[config.mk]
export PLATFORM = sky130hd
export DESIGN_NAME = opmem_pixel_streamer
export DESIGN_NICKNAME = d
export VERILOG_FILES = /design/src/rtl/opmem_stream_pkg.sv /design/src/rtl/pix_skid_fifo.sv /design/src/rtl/opmem_pixel_streamer.sv
export SDC_FILE = /design/constraint.sdc
export NUM_CORES = 1
export LEC_CHECK = 0
export CORE_AREA = 5 5 130 132
export DETAILED_ROUTE_END_ITERATION = 16
export DIE_AREA = 0 0 135 137
export SLEW_MARGIN = 20
export SYNTH_ARGS = -nofsm -noshare
export SYNTH_HDL_FRONTEND = slang
export SYNTH_SLANG_ARGS = --single-unit
[constraint.sdc]
create_clock -name clk -period 5.25 [get_ports clk]
set_input_delay 1.575 -clock clk [delete_from_list [all_inputs] [get_ports clk]]
set_output_delay 1.575 -clock clk [all_outputs]
set_load 0.02 [all_outputs]
[src/rtl/opmem_stream_pkg.sv]
// Shared types and frame geometry for the output-memory raster streamer.
// Holds the FSM state encoding and the beat record carried through the skid buffer.
package opmem_stream_pkg;

   localparam int unsigned IMG_W      = 800;
   localparam int unsigned IMG_H      = 600;
   localparam int unsigned IMG_PIXELS = IMG_W * IMG_H;
   localparam int unsigned PIX_W      = 8;
   localparam int unsigned ADDR_W     = 19;

   typedef enum logic [1:0] {
      StIdle,
      StRun,
      StDrain,
      StDone
   } stream_state_e;

   typedef struct packed {
      logic             sof;
      logic             eol;
      logic             eof;
      logic [PIX_W-1:0] data;
   } beat_t;

   // Assembles a beat from flags captured at issue time and the returned pixel.
   function automatic beat_t make_beat(input logic sof, input logic eol, input logic eof,
                                       input logic [PIX_W-1:0] data);
      beat_t b;
      b.sof  = sof;
      b.eol  = eol;
      b.eof  = eof;
      b.data = data;
      return b;
   endfunction

endpackage

[src/rtl/pix_skid_fifo.sv]
// Two-entry beat FIFO between the output-memory read port and the pixel stream.
// Entry 0 is always the head; the count output lets the reader gate new issues.
module pix_skid_fifo
   import opmem_stream_pkg::*;
(
   input  logic       clk_i,
   input  logic       rst_ni,
   input  logic       push_i,
   input  beat_t      push_beat_i,
   input  logic       pop_i,
   output beat_t      head_o,
   output logic [1:0] count_o,
   output logic       empty_o
);

   beat_t [1:0] mem_q, mem_d;
   logic  [1:0] count_q, count_d;
   logic        pop_eff;

   always_comb begin
      mem_d   = mem_q;
      count_d = count_q;
      // A pop against an empty buffer is ignored, so push+pop then behaves as a push.
      pop_eff = pop_i && (count_q != 2'd0);
      unique case ({push_i, pop_eff})
         2'b10: begin
            mem_d[count_q[0]] = push_beat_i;
            count_d           = count_q + 2'd1;
         end
         2'b01: begin
            mem_d[0] = mem_q[1];
            count_d  = count_q - 2'd1;
         end
         2'b11: begin
            if (count_q == 2'd1) begin
               mem_d[0] = push_beat_i;
            end else begin
               mem_d[0] = mem_q[1];
               mem_d[1] = push_beat_i;
            end
         end
         default: begin
         end
      endcase
   end

   always_ff @(posedge clk_i or negedge rst_ni) begin
      if (!rst_ni) begin
         mem_q   <= '0;
         count_q <= 2'd0;
      end else begin
         mem_q   <= mem_d;
         count_q <= count_d;
      end
   end

   assign head_o  = mem_q[0];
   assign count_o = count_q;
   assign empty_o = (count_q == 2'd0);

endmodule

[src/rtl/opmem_pixel_streamer.sv]
// Raster readout of the sharpened frame: sequential synchronous reads of the output
// memory, re-timed through a two-entry skid buffer into a valid/ready pixel stream.
module opmem_pixel_streamer #(
   parameter int unsigned IMG_W  = opmem_stream_pkg::IMG_W,
   parameter int unsigned IMG_H  = opmem_stream_pkg::IMG_H,
   parameter int unsigned PIX_W  = opmem_stream_pkg::PIX_W,
   parameter int unsigned ADDR_W = opmem_stream_pkg::ADDR_W
) (
   input  logic              clk,
   input  logic              reset,
   input  logic              start,
   output logic              rd_en,
   output logic [ADDR_W-1:0] rd_addr,
   input  logic [PIX_W-1:0]  rd_data,
   output logic [PIX_W-1:0]  px_data,
   output logic              px_valid,
   input  logic              px_ready,
   output logic              px_sof,
   output logic              px_eol,
   output logic              px_eof,
   output logic              busy,
   output logic              done
);

   import opmem_stream_pkg::*;

   localparam int unsigned COL_W = (IMG_W > 1) ? $clog2(IMG_W) : 1;
   localparam int unsigned ROW_W = (IMG_H > 1) ? $clog2(IMG_H) : 1;

   stream_state_e     state_q;
   logic [ADDR_W-1:0] addr_q;
   logic [COL_W-1:0]  col_q;
   logic [ROW_W-1:0]  row_q;
   logic              busy_q;
   logic              done_pulse_q;

   // Read issued last cycle: its data is on rd_data now, its flags travel alongside.
   logic              pend_q;
   logic              pend_sof_q;
   logic              pend_eol_q;
   logic              pend_eof_q;

   beat_t             push_beat;
   beat_t             head_beat;
   logic  [1:0]       fifo_count;
   logic              fifo_empty;
   logic              pop;
   logic  [2:0]       slots_used;
   logic              last_col;
   logic              last_pix;

   always_comb begin
      last_col  = (col_q == COL_W'(IMG_W - 1));
      last_pix  = last_col && (row_q == ROW_W'(IMG_H - 1));
      pop       = !fifo_empty && px_ready;
      push_beat = make_beat(pend_sof_q, pend_eol_q, pend_eof_q, rd_data);
      // Slots are counted after this cycle's pop so a draining buffer refills
      // without a bubble; the pending read always has a slot reserved.
      slots_used = {1'b0, fifo_count} + {2'b00, pend_q} - {2'b00, pop};
      rd_en      = (state_q == StRun) && (slots_used < 3'd2);
   end

   always_ff @(posedge clk or negedge reset) begin
      if (!reset) begin
         state_q      <= StIdle;
         addr_q       <= '0;
         col_q        <= '0;
         row_q        <= '0;
         busy_q       <= 1'b0;
         done_pulse_q <= 1'b0;
         pend_q       <= 1'b0;
         pend_sof_q   <= 1'b0;
         pend_eol_q   <= 1'b0;
         pend_eof_q   <= 1'b0;
      end else begin
         pend_q <= rd_en;
         if (rd_en) begin
            pend_sof_q <= (addr_q == '0);
            pend_eol_q <= last_col;
            pend_eof_q <= last_pix;
         end

         unique case (state_q)
            StIdle: begin
               if (start) begin
                  state_q <= StRun;
                  busy_q  <= 1'b1;
                  addr_q  <= '0;
                  col_q   <= '0;
                  row_q   <= '0;
               end
            end
            StRun: begin
               if (rd_en) begin
                  addr_q <= addr_q + ADDR_W'(1);
                  if (last_col) begin
                     col_q <= '0;
                     row_q <= row_q + ROW_W'(1);
                  end else begin
                     col_q <= col_q + COL_W'(1);
                  end
                  if (last_pix) begin
                     state_q <= StDrain;
                  end
               end
            end
            StDrain: begin
               if (pop && head_beat.eof) begin
                  state_q      <= StDone;
                  busy_q       <= 1'b0;
                  done_pulse_q <= 1'b1;
               end
            end
            StDone: begin
               done_pulse_q <= 1'b0;
               state_q      <= StIdle;
            end
            default: begin
               state_q <= StIdle;
            end
         endcase
      end
   end

   pix_skid_fifo u_fifo (
      .clk_i       (clk),
      .rst_ni      (reset),
      .push_i      (pend_q),
      .push_beat_i (push_beat),
      .pop_i       (pop),
      .head_o      (head_beat),
      .count_o     (fifo_count),
      .empty_o     (fifo_empty)
   );

   assign rd_addr  = addr_q;
   assign busy     = busy_q;
   assign done     = done_pulse_q;
   assign px_valid = !fifo_empty;
   assign px_data  = head_beat.data;
   assign px_sof   = head_beat.sof;
   assign px_eol   = head_beat.eol;
   assign px_eof   = head_beat.eof;

endmodule
; Word-level counts from Yosys, hierarchy flattened
; Cells that the tools add are included.
[op_classes]
shifts = 0
bitwise = 0
eq_ne = 15
magnitude_cmp = 3
n_mul = 0
n_mux = 28
n_addsub = 7
div_mod_pow = 0
n_reduce_logical = 23
[ops]
columns = operator, count
row1 = $mux 10, 5
row2 = $pmux 10 s2, 2
row3 = $mux 19, 2
row4 = $pmux 19 s2, 1
row5 = $mux 11, 3
row6 = $pmux 11 s3, 1
row7 = $bwmux 22, 1
row8 = $pmux 11 s2, 1
row9 = $add 10x1->10 const B, 2
row10 = $eq 10x10->1 const B, 2
row11 = $add 19x1->19 const B, 1
row12 = $logic_not 19->1, 1
row13 = $ne 2x2->1 const B, 6
row14 = $reduce_bool 2->1, 6
row15 = $demux 11 s1, 1
row16 = $eq 2x2->1 const B, 4
row17 = $mux 2, 4
row18 = $pmux 2 s4, 1
row19 = $reduce_and 4->1, 2
row20 = $eq 2x1->1 const B, 3
row21 = $logic_and 1x1->1, 6
row22 = $reduce_and 3->1, 2
row23 = $logic_not 2->1, 2
row24 = $pmux 1 s2, 2
row25 = 12 further kinds, 15
[totals]
elab_cells = 95
reg_bits = 71
latch_bits = 0
ramBits = 0
mem_count = 0
mem_bits_ro = 0
output_inout_bits = 34
inputBits = 12

; Depth between registers and ports, before layout
; Gate-level depths: netlist of run 1.
[logic_depth]
ltp_word = 8
depth_mapped = 13

; By module
; Synthesis of run 1 repeated with hierarchy kept, for this count alone.
[hier_totals]
cells_unflattened = 448
hier_area_um2 = 4191.5
[by_module_without_submodules]
columns = mod, cells_per_inst, area_per_inst_um2, n_inst, seq_area_each_um2
row1 = opmem_pixel_streamer, 321, 2854.0, 1, 1176.1
row2 = pix_skid_fifo, 127, 1337.5, 1, 600.6

; Worst setup path before layout of run 1
; OpenSTA, ideal clock, no wires.
[synth_path]
path_kind = input-to-output
start = in px_ready
end = out rd_en
path_stages = 7
slack_ns = 0.492
required_ns = 3.675
t_arrival_ns = 3.183
path_cell_list = nor2b_1 ha_1 nand2b_1 fa_1 xnor2_1 nand3_1 inv_1
[synth_between]
elab_chain_len = 4
[synth_lines]
columns = element, line_no
row1 = from (decl), opmem_pixel_streamer.sv:17  ; input logic px_ready,
row2 = $logic_and 1x1->1, opmem_pixel_streamer.sv:55  ; pop = !fifo_empty && px_ready;
row3 = $sub 3x1->3, opmem_pixel_streamer.sv:59  ; slots_used = {1'b0, fifo_count} + {2'b00, pend_q} - {2'b00, pop};
row4 = $lt 3x2->1, opmem_pixel_streamer.sv:60  ; rd_en = (state_q == StRun) && (slots_used < 3'd2);
row5 = $logic_and 1x1->1, opmem_pixel_streamer.sv:60
row6 = to (decl), opmem_pixel_streamer.sv:12  ; output logic rd_en,
; Every way passes these cells.

; Final worst setup path of run 1
; Ends and elaborated chain as after synthesis.

==> impl_metrics.ini, run 1 <==
[outcome]
outcome = finished clean

[global_routing]
antenna_found_initial = 0
maximum_number_of_pins_on_one_net_before_global_route_repair = 38
globalRouteTotalUtil = 0.1055
grt-ovfl-total = 0
number_of_global_route_vias_before_repair = 3173
wire_length_of_the_first_global_routing_pass_um = 15780

[timing]
worst_slew_pin_slew_ns = 0.8227
report.final.hold_viol_count = 0
final.min_clock_period_ns = 5.098
worst_clock_skew_ns = 0.008250
period_share = 0.9710
maxClockFrequency_mhz = 196.2
relSlewSlack = 0.4515
timing_max_transition_violations_final = 0
setup_viol_count_final = 0
hold_slack_ns = 0.5078
rsz0062_at_grt = no

[pwr]
worst_ir_drop_vdd_mv = 0.1871
cellLeakagePower_nw = 2.000
p_per_area_nw_per_um2 = 534.8

[place]
globalplace.congestion = 0.8133
io_buffers = 45
hpwl_um = 6577
dpl_cell_area_um2 = 4542

[clock_network]
cts_tree = done
clkSlewWorstSetupHoldPaths_ns = 0.06
cts_root_buffer = sky130_fd_sc_hd__clkbuf_16
clock_latency_ns = 0.33
clkSinkCount = 71
cts_max_level = 3
cts_post_setup_buffers_inserted = 0
numCtsBuffers = 9
clock_path_buffers = 2

[layout]
fin_nets = 477
stdcell_area_um2 = 4832
insertedDiodeCount = 0
syn2layout_area_growth_pct = 25.92
post_route_cells_drive_above_1_share = 0.1170
fill_cell_instance_count_of_the_final_layout = 1638

[yosys]
synth_compound_gate_area_share = 0.1438
synth.area.top_cells = sky130_fd_sc_hd__dfrtp_1 46%, sky130_fd_sc_hd__ha_1 5.2%, sky130_fd_sc_hd__mux2_2 3.8%, sky130_fd_sc_hd__o21ai_0 3.3%, sky130_fd_sc_hd__nand2_1 3.2%
post_synth_mux_area_share = 0.04076
synth-xor-area-share = 0.02282
avgSynthCellArea_um2 = 9.570
netlist.top_cell.by_area = sky130_fd_sc_hd__dfrtp_1
syn_area_um2 = 3837
post-synth-top-area-fraction = 0.4630
post_synth_inst_count = 401
synth.yosys.seq_area_share = 0.4630
synth.yosys.warnings = 0
yosys.area_share.adder = 0.05739
combinational_family_with_the_most_area_after_synthesis = simple AND/OR/NAND/NOR gates
yosys_reg_bits = 71
synthDistinctLibCells = 50
yosys_most_used_dff = sky130_fd_sc_hd__dfrtp_1
async_flop_share = 1.000
synth_nets = 430
synthSimpleGateAreaFrac = 0.2220
synth_enable_flop_cells = 0

[worst_setup_path]
rrSetupSlack_ns = 1.80
reg2reg_from = u_fifo.count_o[1]
start_kind = input port
end_of_the_worst_register_to_register_path = row_q[9]
cp.required_ns = 3.68
critPathArrivalTime_ns = 3.52
kind_of_critical_path = input port to primary output
cp_max_fo = 2
reg2regPathDepth = 11
cp-end-kind = primary output

[die]
die_area_um2 = 18500
placementRows = 46
initial_core_util = 0.2460
core_um2 = 15600
dieHeight_um = 137
floorplan.io_pins = 46
overall_die_width_um = 135

[hold_path]
hold_path_startpoint = u_fifo.mem_q[21]
holdCritPathClass = register to register
cell_count_of_the_worst_hold_path = 1
hold-path-endpoint = u_fifo.mem_q[21]

[flow_run]
max_cap_violation_count = 0

[detailed_routing]
vias_per_cell = 4.723
pre_antenna_drt_iters = 4
route.detailed.drc = 0
ant_nets = 0
vias = 3160
drt-wirelength-per-cell_um = 13.54
routed_wl_um = 9057
detail_route.iter0.violations = 259
==> critical path, stage by stage <==
cell	delay, ns
sky130_fd_sc_hd__clkdlybuf4s50_1	0.47
sky130_fd_sc_hd__nor2b_1	0.17
sky130_fd_sc_hd__ha_1	0.24
sky130_fd_sc_hd__nand2b_1	0.15
sky130_fd_sc_hd__fa_2	0.37
sky130_fd_sc_hd__xnor2_2	0.16
sky130_fd_sc_hd__nand3_1	0.12
sky130_fd_sc_hd__inv_1	0.09
sky130_fd_sc_hd__buf_2	0.17
==> worst max-delay path by stage <==
| stage | end | start | cells past startpoint |
|---|---|---|---|
| finish | rd_en | px_ready | 9 |
| global route | rd_en | px_ready | 9 |
| CTS | rd_en | px_ready | 9 |
| detailed placement | rd_en | px_ready | 9 |
| global placement | rd_en | px_ready | 9 |
| floorplan | rd_en | px_ready | 7 |
==> logic make-up after synthesis <==
family / Yosys count
AND/OR/NAND/NOR: 161
AO/OA/AOI/OAI: 87
flip-flops: 71
buffers and inverters: 41
adder cells (fa/ha/maj): 17
multiplexers: 14
XOR/XNOR: 10
==> cells in the final DEF (no fill, tap or decap), types with 8 or more instances in the layout <==
master                             n
sky130_fd_sc_hd__dfrtp_1          71
sky130_fd_sc_hd__inv_1            19
sky130_fd_sc_hd__o21ai_0          25
sky130_fd_sc_hd__nand4_1           9
sky130_fd_sc_hd__clkdlybuf4s50_1  43
sky130_fd_sc_hd__a21oi_1          24
sky130_fd_sc_hd__or4_1             8
sky130_fd_sc_hd__nand3_1          23
sky130_fd_sc_hd__ha_1             16
sky130_fd_sc_hd__buf_4            12
sky130_fd_sc_hd__xnor2_1           8
sky130_fd_sc_hd__mux2_2           13
sky130_fd_sc_hd__nand2_1          33
sky130_fd_sc_hd__clkbuf_16         9
sky130_fd_sc_hd__nor2_1           30
sky130_fd_sc_hd__nor3_1            9
sky130_fd_sc_hd__nor4_1           11
sky130_fd_sc_hd__a22oi_1          11
==> timing repair <==
item / CTS / global route
pin swaps: 1 / 1
endpoints found under the hold margin: 0 / 0
cloned: 0 / 0
resized for setup: 4 / 2
hold buffers: 0 / 0
endpoints found under the setup margin: 1 / 1
==> synthesized netlist by cell type, types with 3 or more instances <==
master and number:
sky130_fd_sc_hd__dfrtp_1 71, sky130_fd_sc_hd__nand2_1 33, sky130_fd_sc_hd__nor2_1 30, sky130_fd_sc_hd__o21ai_0 25, sky130_fd_sc_hd__a21oi_1 24, sky130_fd_sc_hd__nand3_1 23
sky130_fd_sc_hd__inv_1 19, sky130_fd_sc_hd__ha_1 16, sky130_fd_sc_hd__mux2_2 13, sky130_fd_sc_hd__clkbuf_1 12, sky130_fd_sc_hd__a22oi_1 11, sky130_fd_sc_hd__nor4_1 11
sky130_fd_sc_hd__nand4_1 9, sky130_fd_sc_hd__nor3_1 9, sky130_fd_sc_hd__xnor2_1 9, sky130_fd_sc_hd__buf_4 8, sky130_fd_sc_hd__or4_1 8, sky130_fd_sc_hd__and3_1 6
sky130_fd_sc_hd__nand2b_1 6, sky130_fd_sc_hd__o31ai_1 6, sky130_fd_sc_hd__or3_1 6, sky130_fd_sc_hd__nand3b_1 4, sky130_fd_sc_hd__o211ai_1 4, sky130_fd_sc_hd__a211o_1 3
sky130_fd_sc_hd__nor4b_1 3, sky130_fd_sc_hd__o21a_1 3
==> flip-flops by register name (all words and copies together), names as in the netlist <==
name            cells
u_fifo.mem_q       11
done                1
pend_sof_q          1
col_q              10
state_q             2
pend_q              1
u_fifo.count_o      2
busy                1
pend_eol_q          1
pend_eof_q          1
rd_addr            19
row_q              10
u_fifo.head_o      11
==> cell type report <==
class / instances / area [um2] / area share
clock buffers: 9 / 225.2 / 0.04661
inverters: 19 / 71.32 / 0.01476
clock inverters: 7 / 60.06 / 0.01243
flip-flops and latches: 71 / 1777 / 0.3677
multi-input cells: 289 / 1878 / 0.3887
well taps: 216 / 270.3 / 0.05593
repair buffers: 58 / 550.5 / 0.1139
==> layer usage <==
layer | up-vias | track usage | part of all wire
met3 | 8 | 0.03235 | 0.044
li1 | 1550 | - | -
met1 | 1549 | 0.1315 | 0.44
met5 | - | 0 | 0
met2 | 53 | 0.1762 | 0.50
met4 | 0 | 0.03191 | 0.012
==> stage by stage <==
step / instances / total power, mW / setup WS, ns / setup TNS (ns) / utilization
floorplan: 401 / 1.549 / 0.4921 / 0 / -
global placement: 653 / 1.992 / -0.3604 / -0.3604 / 0.2912
detailed placement: 653 / 2.021 / -0.3919 / -0.3919 / 0.2912
CTS: 669 / 2.607 / 0.03779 / 0 / 0.3092
global route: 669 / 2.799 / 0.007129 / 0 / 0.3098
finish: 669 / 2.584 / 0.1524 / 0 / 0.3098
==> power breakdown <==
| part | total (mW) | leakage (nW) | switching [mW] | internal (mW) |
|---|---|---|---|---|
| registers | 0.830 | 0.850 | 0.136 | 0.694 |
| logic | 1.17 | 1.01 | 0.645 | 0.524 |
| clock network | 0.585 | 0.138 | 0.256 | 0.329 |
Note: power is estimated with default switching activity, not from simulation.
==> run 2, diff against run 1 <==
--- a/config.mk
+++ b/config.mk
@@ -12,3 +12,4 @@
 export SYNTH_ARGS = -nofsm -noshare
 export SYNTH_HDL_FRONTEND = slang
 export SYNTH_SLANG_ARGS = --single-unit
+export TNS_END_PERCENT = 20
==> constraint.sdc (replaced) <==
create_clock -name clk -period 6.2 [get_ports clk]
set_input_delay 1.86 -clock clk [delete_from_list [all_inputs] [get_ports clk]]
set_output_delay 1.86 -clock clk [all_outputs]
set_load 0.02 [all_outputs]
==> run 2 against run 1 <==
Net effect: sequential cell count unchanged; final cell count shrank 0.60%; highest routed layer unchanged; critical path type unchanged; power decreased by 14%; non-clock buffer count is 3 lower; critical path depth unchanged; count of clock-buffer cells in the layout rose by 3; routed wire length is 2.9% higher; core utilization rose by 0.064 points; hold slack lost 0.0032 ns.
==> impl_metrics.ini, run 2 (synthesis results as in run 1) <==
[outcome]
outcome = finished clean

[place]
io_buffers = 45
hpwl_um = 6512
globalplace.congestion = 0.8096

[worst_setup_path]
cp_max_fo = 2
critPathArrivalTime_ns = 4.05
kind_of_critical_path = input port to primary output
start_kind = input port
cp-end-kind = primary output
cp.required_ns = 4.34

[timing]
worst_clock_skew_ns = 0.005699
fin_setup_tns_ns = 0
period_share = 0.9537
relSlewSlack = 0.3896
rsz0062_at_grt = no
worst_slew_pin_slew_ns = 0.9156
maxClockFrequency_mhz = 169.1
setup_viol_count_final = 0
timing_max_transition_violations_final = 0
report.final.hold_viol_count = 0
final.min_clock_period_ns = 5.913

[clock_network]
cts.repair.resized = 1
clkSlewWorstSetupHoldPaths_ns = 0.05
clock_latency_ns = 0.33
clkSinkCount = 71
cts.hold.buffers_added = 0
cts_max_level = 3
clock_path_buffers = 2
numCtsBuffers = 9
cts_root_buffer = sky130_fd_sc_hd__clkbuf_16
cts_post_setup_buffers_inserted = 0
cts_tree = done

[detailed_routing]
route.detailed.drc = 0
ant_nets = 0
detail_route.iter0.violations = 184
pre_antenna_drt_iters = 4
drt-wirelength-per-cell_um = 14.02
vias = 3221
vias_per_cell = 4.844
routed_wl_um = 9323

[global_routing]
wire_length_of_the_first_global_routing_pass_um = 15930
grt_busiest_layer = met2
grt-ovfl-total = 0
globalRouteTotalUtil = 0.1064
number_of_global_route_vias_before_repair = 3153
maximum_number_of_pins_on_one_net_before_global_route_repair = 72
antenna_found_initial = 0
groute.layer.met2.usage = 0.1687
grtUsageMet1 = 0.1397
gr-usage-met3 = 0.02831

[flow_run]
max_cap_violation_count = 0

[pwr]
power_mw = 2.210
cellLeakagePower_nw = 2.004
worst_ir_drop_vdd_mv = 0.1558
p_per_area_nw_per_um2 = 456.4

[die]
floorplan.io_pins = 46
overall_die_width_um = 135
die_area_um2 = 18500
placementRows = 46
core_um2 = 15600
initial_core_util = 0.2460
dieHeight_um = 137

[layout]
syn2layout_area_growth_pct = 26.18
leading_cell_type_in_the_layout_fill_and_taps_excluded = sky130_fd_sc_hd__dfrtp_1
post_route_cells_drive_above_1_share = 0.1047
fill_cell_instance_count_of_the_final_layout = 1549
number_of_flip_flops_under_the_largest_register_name = 19
layout_common_cells = 71 x sky130_fd_sc_hd__dfrtp_1, 43 x sky130_fd_sc_hd__clkdlybuf4s50_1, 33 x sky130_fd_sc_hd__nand2_1
fin_nets = 474
utilization_after_layout = 0.3104
insertedDiodeCount = 0

[hold_path]
holdCritPathClass = register to register
==> run 2: cell types whose count changed in the layout (fill, tap and decap cells not counted), sizes merged <==
cell         delta
buf             -4
bufinv          +2
clkbuf          +3
clkinvlp        -1
dlygate4sd2     +1
inv             -5
==> run 2: worst paths after layout <==
path | startpoint | to | slack, ns | cells past startpoint
max | px_ready | rd_en | 0.29 | 9
min | pend_eof_q | pend_eof_q | 0.50 | 2
max reg2reg | u_fifo.count_o[1] | row_q[6] | 2.52 | 12
min reg2reg | pend_eof_q | pend_eof_q | 0.50 | 2
max in group asynchronous | reset | pend_sof_q | 3.85 | 2
min in group asynchronous | reset | rd_addr[13] | 1.73 | 2
==> run 2: worst max-delay path: stages <==
cell	delay, ns
sky130_fd_sc_hd__clkdlybuf4s50_1	0.47
sky130_fd_sc_hd__nor2b_1	0.18
sky130_fd_sc_hd__ha_1	0.24
sky130_fd_sc_hd__nand2b_1	0.15
sky130_fd_sc_hd__fa_1	0.41
sky130_fd_sc_hd__xnor2_1	0.20
sky130_fd_sc_hd__nand3_1	0.12
sky130_fd_sc_hd__inv_1	0.08
sky130_fd_sc_hd__dlygate4sd2_1	0.33
==> run 2: metal layers <==
layer | up-vias | share of wire
li1 | 1551 | -
met1 | 1579 | 0.46
met2 | 75 | 0.47
met3 | 16 | 0.048
met4 | 0 | 0.019
met5 | - | 0
==> run 2: final cells by class <==
cell class	instances	area (um2)	area share
multi-input cells	289	1873	0.3868
flip-flops and latches	71	1777	0.3669
repair buffers	55	519.2	0.1072
well taps	216	270.3	0.05581
clock buffers	12	266.5	0.05504
inverters	19	71.32	0.01473
clock inverters	3	65.06	0.01344
==> run 2: per-stage QoR <==
stage | cell area (um2) | setup slack (ns) | hold WS [ns] | instances
after detailed placement | 4507 | -0.01195 | 0.4958 | 650
after floorplan | 3837 | 0.8721 | 0.4667 | 401
after CTS | 4837 | 0.2563 | 0.5079 | 665
after global routing | 4842 | 0.1299 | 0.5244 | 665
after global placement | 4507 | 0.03563 | 0.4842 | 650
final | 4842 | 0.2872 | 0.5047 | 665
==> run 2: where the power goes <==
group | total [mW] | internal (mW) | leakage (nW) | switching, mW
Combinational | 0.944 | 0.396 | 0.989 | 0.548
Sequential | 0.702 | 0.588 | 0.850 | 0.114
Clock | 0.564 | 0.382 | 0.165 | 0.182
